===== config.mk =====
export PLATFORM = sky130hd
export DESIGN_NAME = vga_text_ram_arbiter
export DESIGN_NICKNAME = d
export VERILOG_FILES = /design/src/rtl/vga_text_ram_arbiter.sv
export SDC_FILE = /design/constraint.sdc
export NUM_CORES = 1
export LEC_CHECK = 0
export ABC_CLOCK_PERIOD_IN_PS = 3300
export CORE_MARGIN = 8
export CORE_UTILIZATION = 45
export DETAILED_ROUTE_END_ITERATION = 10
export PLACE_DENSITY = 0.7
export SYNTH_ARGS = -nofsm -noshare
export SYNTH_HDL_FRONTEND = slang
export SYNTH_SLANG_ARGS = --single-unit
export TNS_END_PERCENT = 20

===== constraint.sdc =====
create_clock -name CLOCK_50 -period 3.3 [get_ports CLOCK_50]
set_input_delay 0.33 -clock CLOCK_50 [delete_from_list [all_inputs] [get_ports CLOCK_50]]
set_output_delay 0.33 -clock CLOCK_50 [all_outputs]
set_load 0.005 [all_outputs]

===== src/rtl/vga_text_ram_arbiter.sv =====
// vga_text_ram_arbiter: one-slot-per-cycle arbiter sharing the text character RAM between display, host and clear
module vga_text_ram_arbiter #(
    parameter int COLS = 40,
    parameter int ROWS = 15,
    parameter int ADDR_W = 10,
    parameter int DATA_W = 8,
    parameter int FIFO_DEPTH = 4,
    parameter logic [DATA_W-1:0] FILL_CHAR = 8'h20
) (
    input  logic              CLOCK_50,
    input  logic              RESET,
    input  logic              disp_req,
    input  logic [ADDR_W-1:0] disp_addr,
    output logic              disp_valid,
    output logic [DATA_W-1:0] disp_data,
    input  logic              host_wr_valid,
    input  logic [ADDR_W-1:0] host_wr_addr,
    input  logic [DATA_W-1:0] host_wr_data,
    output logic              host_wr_ready,
    input  logic              host_rd_req,
    input  logic [ADDR_W-1:0] host_rd_addr,
    output logic              host_rd_ack,
    output logic [DATA_W-1:0] host_rd_data,
    input  logic              clear_req,
    output logic              busy,
    output logic [2:0]        fifo_count,
    output logic [ADDR_W-1:0] ram_addr,
    output logic              ram_we,
    output logic [DATA_W-1:0] ram_wdata,
    input  logic [DATA_W-1:0] ram_rdata
);
    localparam int CELLS = COLS * ROWS;
    localparam int PW = $clog2(FIFO_DEPTH);
    localparam logic [ADDR_W-1:0] CELLS_A = ADDR_W'(CELLS);
    localparam logic [ADDR_W-1:0] LAST_A = ADDR_W'(CELLS - 1);
    localparam logic [2:0] DEPTH_C = 3'(FIFO_DEPTH);

    typedef enum logic [1:0] {IDLE, CLEAR, RD_WAIT} state_t;
    typedef enum logic [1:0] {T_NONE, T_DISP, T_HOST} tag_t;

    state_t state_q;
    logic [ADDR_W-1:0] cnt_q;
    logic busy_q;
    logic [ADDR_W-1:0] fa_q [FIFO_DEPTH];
    logic [DATA_W-1:0] fd_q [FIFO_DEPTH];
    logic [PW-1:0] wp_q, rp_q;
    logic [2:0] count_q;
    logic [ADDR_W-1:0] ram_addr_q, ram_addr_d;
    logic ram_we_q, ram_we_d;
    logic [DATA_W-1:0] ram_wdata_q, ram_wdata_d;
    tag_t tag1_q, tag2_q, tag_d;
    logic zero1_q, zero2_q, zero_d;
    logic fifo_empty, fifo_full, push, drain, clr_go, clr_slot, rd_grant;
    logic disp_in, rd_in, head_in;
    logic [ADDR_W-1:0] head_addr;

    assign fifo_empty = count_q == 3'd0;
    assign fifo_full = count_q == DEPTH_C;
    assign host_wr_ready = !fifo_full && state_q != CLEAR && !RESET;
    assign push = host_wr_valid && host_wr_ready;
    assign head_addr = fa_q[rp_q];
    assign disp_in = disp_addr < CELLS_A;
    assign rd_in = host_rd_addr < CELLS_A;
    assign head_in = head_addr < CELLS_A;
    assign clr_go = state_q == IDLE && clear_req;
    assign clr_slot = state_q == CLEAR && !disp_req;
    // a read may only pass the FIFO once every earlier write has reached the RAM
    assign rd_grant = state_q == IDLE && !clear_req && !disp_req && host_rd_req && fifo_empty
                      && tag1_q != T_HOST && tag2_q != T_HOST;
    assign drain = ((state_q == IDLE && !clear_req) || state_q == RD_WAIT) && !disp_req && !rd_grant && !fifo_empty;
    assign tag_d = disp_req ? T_DISP : rd_grant ? T_HOST : T_NONE;
    assign zero_d = disp_req ? !disp_in : rd_grant && !rd_in;

    assign disp_valid = tag2_q == T_DISP;
    assign disp_data = (disp_valid && !zero2_q) ? ram_rdata : '0;
    assign host_rd_ack = tag2_q == T_HOST;
    assign host_rd_data = (host_rd_ack && !zero2_q) ? ram_rdata : '0;
    assign busy = busy_q;
    assign fifo_count = count_q;
    assign ram_addr = ram_addr_q;
    assign ram_we = ram_we_q;
    assign ram_wdata = ram_wdata_q;

    // slot owner drives the RAM port; out-of-range accesses leave the address untouched
    always_comb begin
        ram_addr_d = ram_addr_q;
        ram_we_d = 1'b0;
        ram_wdata_d = ram_wdata_q;
        if (disp_req) begin
            ram_addr_d = disp_in ? disp_addr : ram_addr_q;
        end else if (clr_slot) begin
            ram_addr_d = cnt_q;
            ram_we_d = 1'b1;
            ram_wdata_d = FILL_CHAR;
        end else if (rd_grant) begin
            ram_addr_d = rd_in ? host_rd_addr : ram_addr_q;
        end else if (drain && head_in) begin
            ram_addr_d = head_addr;
            ram_we_d = 1'b1;
            ram_wdata_d = fd_q[rp_q];
        end
    end

    // control FSM with clear counter and registered busy flag
    always_ff @(posedge CLOCK_50) begin
        if (RESET) begin
            state_q <= IDLE;
            cnt_q <= '0;
            busy_q <= 1'b0;
        end else begin
            busy_q <= state_q == CLEAR || clr_go;
            case (state_q)
                IDLE: begin
                    if (clear_req) begin
                        state_q <= CLEAR;
                        cnt_q <= '0;
                    end else if (rd_grant) begin
                        state_q <= RD_WAIT;
                    end
                end
                CLEAR: begin
                    if (clr_slot) begin
                        cnt_q <= cnt_q == LAST_A ? '0 : cnt_q + 1'b1;
                        state_q <= cnt_q == LAST_A ? IDLE : CLEAR;
                    end
                end
                RD_WAIT: state_q <= host_rd_ack ? IDLE : RD_WAIT;
                default: state_q <= IDLE;
            endcase
        end
    end

    // host write FIFO, flushed by reset and by entering clear
    always_ff @(posedge CLOCK_50) begin
        if (RESET || clr_go) begin
            wp_q <= '0;
            rp_q <= '0;
            count_q <= '0;
        end else begin
            if (push) begin
                fa_q[wp_q] <= host_wr_addr;
                fd_q[wp_q] <= host_wr_data;
                wp_q <= wp_q + 1'b1;
            end
            if (drain) rp_q <= rp_q + 1'b1;
            count_q <= count_q + {2'b0, push} - {2'b0, drain};
        end
    end

    // registered RAM port and two-stage tag pipeline steering read data to its consumer
    always_ff @(posedge CLOCK_50) begin
        if (RESET) begin
            ram_addr_q <= '0;
            ram_we_q <= 1'b0;
            ram_wdata_q <= '0;
            tag1_q <= T_NONE;
            tag2_q <= T_NONE;
            zero1_q <= 1'b0;
            zero2_q <= 1'b0;
        end else begin
            ram_addr_q <= ram_addr_d;
            ram_we_q <= ram_we_d;
            ram_wdata_q <= ram_wdata_d;
            tag1_q <= tag_d;
            tag2_q <= tag1_q;
            zero1_q <= zero_d;
            zero2_q <= zero1_q;
        end
    end
endmodule


==> results.py <==
metrics = {
    "worst_setup_path": {
        "crit_type": "register to register",
        "worstSetupStartpoint": "fifo_count[1]$_SDFF_PP0_",
        "rrSetupSlack_ns": 0.63,
        "arrival_ns": 3.02,
        "worstReg2RegStart": "fifo_count[1]$_SDFF_PP0_",
        "critPathRequiredTime_ns": 3.64,
        "end_kind": "register",
        "worstSetupStartpointType": "register",
        "path_max_fanout": 6,
    },
    "clocking": {
        "clock-sinks": 119,
        "cts_buffers": 17,
        "cts_hold_buf": 0,
        "ctsResizeCount": 0,
        "clk_pin_slew_ns": 0.06,
        "clk_path_buf_depth": 2,
        "clock_latency_ns": 0.41,
        "postCtsSetupRepairBufs": 0,
        "root_buffer": "clkbuf_16",
        "h-tree-depth": 4,
        "cts_tree": "done",
    },
    "drt": {
        "vias": 3347,
        "wl_per_cell_um": 18.51,
        "drc_errors": 0,
        "vias_per_cell": 5.288,
        "drtIter0Drc": 183,
        "wl_um": 11720,
        "ant_nets": 0,
        "first_pass_iters": 4,
    },
    "global_routing": {
        "grt_pass1_vias": 3549,
        "use_met3_pct": 5.152,
        "grt_busiest_layer": "met2",
        "gr-total-overflow": 0,
        "antenna_found_initial": 0,
        "grt_use_met2_pct": 27.47,
        "track_usage_pct": 16.22,
        "grt_pass1_wl_um": 18310,
        "grt_max_degree": 35,
        "grtUsageMet1_pct": 19.16,
    },
    "outcome": {
        "status": "finished, final reports clean",
    },
    "floorplanning": {
        "die_area_mm2": 0.01495,
        "start_util_pct": 45.28,
        "rows": 39,
        "dieWidth_um": 122.3,
        "ios": 94,
        "core_area_mm2": 0.01122,
        "fp.dieH_um": 122.3,
    },
    "power": {
        "p_leak_nw": 2.351,
        "totalPowerFinal_w": 0.003610,
        "power_density_mw_per_mm2": 536.7,
        "ir_worst_vdd_v": 0.0004198,
    },
    "place": {
        "dp_hpwl_um": 8317,
        "io_buffers": 93,
        "dp_slack_ns": 0.2592,
        "gp_congestion": 0.8353,
    },
    "timing": {
        "tns_ns": 0,
        "max_freq_ghz": 0.3742,
        "setup_viol": 0,
        "hold_viol_final": 0,
        "rsz0062_at_grt": "false",
        "min_period_over_period_pct": 80.99,
        "min_period_ns": 2.673,
        "slew_violations": 0,
        "skew_ns": 0.01367,
        "worst_pin_slew_ns": 0.7219,
        "layout_setup_ws_ns": 0.6274,
        "slew_headroom_pct": 51.69,
    },
    "worst_hold_path": {
        "timing.hold.worst.class": "register to register",
        "hp-start": "zero1_q$_SDFF_PP0_",
    },
    "logic_synthesis": {
        "synth_simple_gate_area_share_pct": 12.65,
        "synth_top_cell_area_share_pct": 42.54,
        "synth-async-reset-ratio_pct": 0,
        "synth.distinct_cells": 45,
        "synth_mux_area_share_pct": 13.34,
        "ys.flop_type": "edfxtp_1",
        "synth-edff-count": 72,
        "synth_xor_area_share_pct": 2.413,
        "yosys-top-cells-area": "edfxtp_1, dfxtp_1, mux4_2",
        "synthCells": 371,
        "yosys_warnings": 0,
        "synth_compound_area_share_pct": 5.785,
        "synth_top_family_by_area": "multiplexers",
        "avgSynthCellArea_um2": 13.70,
        "netlist_area_mm2": 0.005082,
        "yosys.area.top_type": "edfxtp_1",
        "synth_seq_cells": 119,
        "synth_fa_ha_area_share_pct": 2.117,
        "synth_fp_nets": 431,
        "ys_seq_area_share_pct": 61.05,
    },
    "final_layout": {
        "area_growth_syn_to_layout_pct": 32.35,
        "insertedDiodeCount": 0,
        "final_nets": 537,
        "drive_gt1_share_pct": 13.67,
        "n_fill_cell": 869,
        "final_core_util_pct": 59.93,
    },
    "job": {
        "maxCapViolations": 0,
    },
}
-- logic make-up (layout without fill, tap and decap cells) --
| group | after synthesis | after routing |
|---|---|---|
| AO/OA/AOI/OAI | 34 | 34 |
| flip-flops | 119 | 119 |
| AND/OR/NAND/NOR | 123 | 123 |
| XOR/XNOR | 14 | 14 |
| buffers and inverters | 29 | 148 |
| multiplexers | 44 | 44 |
| adder cells (fa/ha/maj) | 8 | 8 |
-- power by group --
group          internal (W)  total (W)  switching [W]
Combinational      0.000188   0.000350       0.000162
Sequential          0.00162    0.00164      0.0000249
Clock              0.000955    0.00162       0.000664
-- cells in the final DEF (no fill, tap or decap), types with 3 or more instances in the layout --
master	n
xor2_1	9
dfxtp_1	47
and2_1	21
mux4_2	18
nor2_1	34
xnor2_1	5
a2111oi_0	9
nor2b_1	26
inv_1	10
a211oi_1	4
clkbuf_16	17
nand3_1	6
a211o_1	3
mux2i_1	16
nand4_1	3
nor3_1	13
mux2_1	9
edfxtp_1	72
nand2_1	11
a21oi_1	3
clkdlybuf4s50_1	93
and3_1	3
clkinvlp_4	8
a21o_1	4
ha_1	7
buf_4	13
-- routing by layer --
layer	wire [µm]	share of wire, %
met5	0	0
met4	126	1.1
met1	4828	41
met2	5817	50
met3	945	8.1
-- Yosys cell counts, types with 5 or more instances --
master and number:
nor3_1 13, inv_1 10, nor2_1 34, a2111oi_0 9, ha_1 7, mux2_1 9
nand2_1 11, clkbuf_1 13, nand3_1 6, mux4_2 18, nor2b_1 26, edfxtp_1 72
xnor2_1 5, mux2i_1 16, and2_1 21, dfxtp_1 47, xor2_1 9
-- per-stage QoR --
stage | hold slack [ns] | instances | cell area, µm²
2_1_floorplan | 0.4104 | 371 | 5082
3_3_place_gp | 0.4290 | 601 | 6193
3_5_place_dp | 0.4291 | 601 | 6193
4_1_cts | 0.4398 | 633 | 6726
5_1_grt | 0.4675 | 633 | 6726
6_report | 0.4370 | 633 | 6726
-- registers in the layout (all words and copies together), names as in the netlist, named ones only --
signal and flops:
zero2_q 1, ram_we 1, cnt_q 10, fd_q 32, zero1_q 1, ram_wdata 8
rp_q 2, busy 1, tag2_q 2, state_q 2, fa_q 40, tag1_q 2
fifo_count 3, ram_addr 10, wp_q 2
-- worst max-delay path, cell delays in order, from the launching register on --
cell	delay (ns)
dfxtp_1	0.37
nor3_1	0.43
nand4b_1	0.21
nor2_1	0.38
buf_4	0.24
mux2i_1	0.12
a2111oi_0	0.63
mux2_1	0.22
-- final cells by class --
cell class | count | area, µm² | area share (%)
clock buffer | 17 | 425.4 | 6.324
clock inverter | 15 | 107.6 | 1.600
inverter | 10 | 37.54 | 0.5580
multi-input combinational | 223 | 1846 | 27.44
sequential | 119 | 3103 | 46.13
tap | 143 | 178.9 | 2.660
timing repair buffer | 106 | 1028 | 15.29
-- worst paths after layout --
check                                  end  cells after the start
setup / recovery  ram_addr[7]$_SDFFE_PP0P_                      7
hold / removal          zero2_q$_SDFF_PP0_                      1
setup reg to reg  ram_addr[7]$_SDFFE_PP0P_                      7
hold reg to reg         zero2_q$_SDFF_PP0_                      1
Power figures use the tool's default switching activity.
==> patch 1: new RTL, config.mk and constraints unchanged <==
Register the output `fifo_count` once more; this adds one clock of latency there. The other outputs are not delayed to match.
--- a/src/rtl/vga_text_ram_arbiter.sv
+++ b/src/rtl/vga_text_ram_arbiter.sv
@@ -76,7 +76,9 @@
     assign host_rd_ack = tag2_q == T_HOST;
     assign host_rd_data = (host_rd_ack && !zero2_q) ? ram_rdata : '0;
     assign busy = busy_q;
-    assign fifo_count = count_q;
+    always_ff @(posedge CLOCK_50) begin
+        fifo_count <= count_q;
+    end
     assign ram_addr = ram_addr_q;
     assign ram_we = ram_we_q;
     assign ram_wdata = ram_wdata_q;
Behaviour: not the same (Yosys sat finds a counterexample within 4 cycles, from zero or initial values and one cycle with RESET high).
==> patch 1 against the original RTL <==
Synthesized area grew 1.4%. Cell area grew 1.7%. Worst setup slack improved by 9.4 ps. Sequential cell count rose by 3. Non-clock buffer count down 4. Wire length increased by 2.4%. Combinational power barely moved. Power is 8.0% higher. Critical path type unchanged. Largest cell class unchanged.
==> patch 1: results (changes against the original RTL) <==
| Metric | Value |
|---|---|
| Status | `finished clean` |
| CP Max Fanout | `9 (+3)` |
| Hold Crit Class | `register to register` |
| Input/output buffers | `93 (unchanged)` |
| Yosys warning count | `0 (unchanged)` |
| Post-synth EDFFs | `72 (unchanged)` |
| # Post-CTS Setup Buffers | `0 (unchanged)` |
| P_sw | `0.8704 mW (+2.2%)` |
| Total track usage | `16.38% (+0.16 points)` |
| Area post-placement | `6242 um2 (+0.79%)` |
| Sequential area share after synthesis | `61.40% (+0.35 points)` |
| Placer Congestion | `0.7888 (-5.6%)` |
| Share of cells above drive strength 1 | `13.77% (+0.092 points)` |
| DR WL/cell | `18.85 um (+1.8%)` |
| Top_reg_cell synth | `edfxtp_1` |
| 1st-iter DRT viols | `178 (-2.7%)` |
| Number of diodes | `0 (unchanged)` |
| Worst slew pin tran | `987.2 ps (+265.3 ps)` |
| Synth unique cells | `52 (+16%)` |
| Vias | `3374 (+0.81%)` |
| Clock skew | `7.934 ps (-5.733 ps)` |
| Leakage | `2.409 nW (+2.5%)` |
| Longest Clk Path Bufs | `2 (unchanged)` |
| Top Registers | `fa_q: 40 flops, fd_q: 32 flops` |
| Pre-Repair DR Iteration Count | `5 (+1)` |
| Vias in the first global route | `3527 (-0.62%)` |
| Max VDD drop | `383.4 uV (-8.7%)` |
| First-pass GRT wire length | `18500 um (+1.1%)` |
| Crit path DAT | `2960 ps (-60 ps)` |
| Cts repair resizes | `0 (unchanged)` |
| Top area cells in the synthesized netlist | `edfxtp_1 (42%), dfxtp_1 (19%), mux4_2 (7.9%)` |
| Synthesized Nets | `437 (+1.4%)` |
| Max H-tree Level | `4 (unchanged)` |
| # nets final | `541 (+0.74%)` |
| Largest net degree at the start of global routing | `36 (+2.9%)` |
| Post-synth top cells | `edfxtp_1 (72), dfxtp_1 (50), nor2_1 (37), and2_1 (20), nor2b_1 (20)` |
| Asr flop ratio synth | `0% (unchanged)` |
| Worst-skew pair later-pin latency | `410 ps (about the same)` |
| Filler cell count in the final layout | `864 (-0.58%)` |
| DP HPWL | `8502 um (+2.2%)` |
[patch 1: path summary, 6_finish.rpt]
path | start | to | slack (ps) | cells after the start
setup / recovery | state_q[0]$_SDFFE_PP0P_ | count_q[2]$_SDFF_PP0_ | 640 | 11
hold / removal | count_q[0]$_SDFF_PP0_ | fifo_count[0]$_DFF_P_ | 410 | 0
setup reg to reg | state_q[0]$_SDFFE_PP0P_ | count_q[2]$_SDFF_PP0_ | 640 | 11
hold reg to reg | count_q[0]$_SDFF_PP0_ | fifo_count[0]$_DFF_P_ | 410 | 0
[patch 1: cells by family after synthesis]
group                    share of synthesized area [%]
AND/OR/NAND/NOR                                  12.48
flip-flops                                       61.40
multiplexers                                     12.97
AO/OA/AOI/OAI                                    6.048
buffers and inverters                            2.623
XOR/XNOR                                         2.380
adder cells (fa/ha/maj)                          2.089
[patch 1: metrics by stage]
| step | setup slack (ps) | total power [mW] | hold WS, ps | instances |
|---|---|---|---|---|
| 3_5_place_dp | 507.4 | 2.069 | 418.8 | 605 |
| 3_3_place_gp | 585.8 | 2.061 | 408.4 | 605 |
| 5_1_grt | 450.8 | 4.017 | 434.2 | 637 |
| 2_1_floorplan | 795.9 | 1.881 | 377.7 | 377 |
| 4_1_cts | 640.6 | 3.925 | 419.7 | 637 |
| 6_report | 636.8 | 3.899 | 411.1 | 637 |
[patch 1: area by class of cell]
class                           count  area [um2]  area share, %
Inverter                           13       48.80         0.7132
Timing Repair Buffer              102       998.5          14.59
Clock buffer                       17       425.4          6.218
Tap cell                          143       178.9          2.615
Multi-Input combinational cell    225        1853          27.08
Sequential cell                   122        3163          46.23
Clock inverter                     15       173.9          2.542
[patch 1: layer usage]
layer / track usage (%) / vias up / part of all wire [%] / wire length [um]
met4: 8.954 / 0 / 2.3 / 282
met3: 4.018 / 22 / 4.9 / 590
met5: 0 / - / 0 / 0
met2: 27.69 / 104 / 51 / 6087
met1: 18.87 / 1659 / 42 / 5046
li1: - / 1589 / - / -
[patch 1: critical path, cell delays in order (launching register included)]
cell and delay [ps]:
dfxtp_1 410, nor2b_1 190, a211oi_1 410, nand2_1 210, ha_1 330, inv_1 60, ha_1 150, inv_1 60
fa_1 370, xor2_1 170, xnor2_1 130, nor2_1 50
[patch 1: power groups by stage]
stage | logic (mW) | clock network [mW] | registers, mW
2_1_floorplan | 0.174 | 0 | 1.71
3_3_place_gp | 0.344 | 0 | 1.72
3_5_place_dp | 0.351 | 0 | 1.72
4_1_cts | 0.354 | 1.88 | 1.69
5_1_grt | 0.378 | 1.95 | 1.69
6_report | 0.350 | 1.86 | 1.69
==> patch 2: new RTL, same flow settings <==
Made on the original files. The parameter `FILL_CHAR` goes from 8'h20 to 8'h18.
--- a/src/rtl/vga_text_ram_arbiter.sv
+++ b/src/rtl/vga_text_ram_arbiter.sv
@@ -5,7 +5,7 @@
     parameter int ADDR_W = 10,
     parameter int DATA_W = 8,
     parameter int FIFO_DEPTH = 4,
-    parameter logic [DATA_W-1:0] FILL_CHAR = 8'h20
+    parameter logic [DATA_W-1:0] FILL_CHAR = 8'h18
 ) (
     input  logic              CLOCK_50,
     input  logic              RESET,
Function: changed (Yosys sat finds a counterexample within 4 cycles, from zero or initial values and one cycle with RESET high).
==> patch 2 against the original RTL <==
Wire length up 1.8%. Fmax up 0.83%. Cell area up 0.24%. Synthesized area down 0.54%. Count of clock-buffer cells in the layout up 6. Sequential share of layout area down 0.11 points. Power up 3.0%. Worst setup slack better by 22 ps. Non-clock buffer count unchanged. Sequential cell count unchanged.
==> patch 2: results (changes against the original RTL) <==
| Metric | Value |
|---|---|
| DR WL/cell | `18.88 um (+2.0%)` |
| Filler cell count in the final layout | `848 (-2.4%)` |
| Sw Ratio | `21.56% (-2.0 points)` |
| Hold Crit Class | `input pin to register` |
| Post-synth top cells | `edfxtp_1 (72), dfxtp_1 (47), nor2_1 (36), nor2b_1 (24), and2_1 (21)` |
| Pre-Repair DR Iteration Count | `5 (+1)` |
| Grt met1 use | `20.19% (+1.0 points)` |
| # nets final | `539 (+0.37%)` |
| Compound-cell area share of the yosys netlist | `6.015% (+0.23 points)` |
| Synthesized Nets | `430 (-0.23%)` |
| Worst slew pin tran | `911.9 ps (+190.0 ps)` |
| Synth Register Bits | `119 (unchanged)` |
| Clock buf count | `23 (+6)` |
| Hold slack | `437.8 ps (+0.7680 ps)` |
| Met3 Routed Length | `852 um (-9.8%)` |
| XOR/XNOR Fraction of Synth Area | `2.426% (+0.013 points)` |
| Total track usage | `16.78% (+0.56 points)` |
| WHS Path Cells | `3 (+2)` |
| Top area cells in the synthesized netlist | `edfxtp_1 (43%), dfxtp_1 (19%), mux4_2 (8.0%)` |
| Placement Setup Slack | `500.9 ps (+241.7 ps)` |
| Reg2reg path depth | `6 (-1)` |
| Vias in the first global route | `3623 (+2.1%)` |
| Leakage | `2.377 nW (+1.1%)` |
| Critical Path Max Stage Delay | `610 ps (-20 ps)` |
| Clock-cell share | `8.276% (+0.35 points)` |
| Met2 routed WL | `5681 um (-2.3%)` |
| Synth Area in Adders | `2.129% (+0.012 points)` |
| Reg2Reg Setup Slack | `650 ps (+20 ps)` |
| CP max stage cell | `dfxtp_1` |
| First-pass GRT wire length | `19130 um (+4.5%)` |
| Worst-skew pair later-pin latency | `510 ps (+100 ps)` |
| Crit path DAT | `3040 ps (+20 ps)` |
| Placer Congestion | `0.8550 (+2.4%)` |
| Clock skew | `11.02 ps (-2.652 ps)` |
| R2r endpoint | `ram_addr[0]$_SDFFE_PP0P_` |
| Sequential area share after synthesis | `61.39% (+0.33 points)` |
| PwrDens | `551.7 nW/um2 (+2.8%)` |
| Non-clk buf share | `15.25% (-0.037 points)` |
| CTS root buf | `clkbuf_8` |
| Largest net degree at the start of global routing | `32 (-8.6%)` |
| Multi-input gates | `225 (+0.90%)` |
| Share of cells above drive strength 1 | `14.84% (+1.2 points)` |
| Area post-placement | `6185 um2 (-0.14%)` |
| Vias | `3413 (+2.0%)` |
| Area of the multi-input gates | `1841 um2 (-0.27%)` |
| Largest delay contributor family on the critical path | `multiplexers` |
| Metal-1 WL | `5084 um (+5.3%)` |
| Area growth from synthesis to layout | `33.39%` |
| Status | `finished clean` |
| Final Hold Viols | `0 (unchanged)` |
| P_sw | `0.8021 mW (-5.8%)` |
| DP HPWL | `8267 um (-0.60%)` |
| Synth Instances | `370 (-0.27%)` |
| Global routing usage on met3 | `5.275% (+0.12 points)` |
| Met2 GRT Util | `26.55% (-0.92 points)` |
| Min-delay src | `host_wr_valid` |
| Max VDD drop | `375.8 uV (-10%)` |
| CP Max Fanout | `10 (+4)` |
-- patch 2: cell count changes in the layout (fill, tap and decap cells not counted), sizes merged, moves of 2 or more --
| cell | change |
|---|---|
| clkbuf | +6 |
| a21o | -3 |
| inv | -2 |
| clkinvlp | -6 |
| nor2b | -2 |
| a221oi | -2 |
| a21oi | +3 |
| bufinv | +2 |
| nor2 | +2 |
-- patch 2: how the worst max path moves through the flow --
| stage | from | endpoint | slack, ps | cells past startpoint |
|---|---|---|---|---|
| floorplan | state_q[0]$_SDFFE_PP0P_ | fifo_count[2]$_SDFF_PP0_ | 810 | 13 |
| global placement | disp_req | ram_addr[6]$_SDFFE_PP0P_ | 540 | 7 |
| detailed placement | disp_req | ram_addr[6]$_SDFFE_PP0P_ | 500 | 7 |
| CTS | register | ram_addr[4]$_SDFFE_PP0P_ | 590 | 6 |
| global route | state_q[0]$_SDFFE_PP0P_ | fifo_count[2]$_SDFF_PP0_ | 460 | 12 |
| finish | register | ram_addr[0]$_SDFFE_PP0P_ | 650 | 6 |
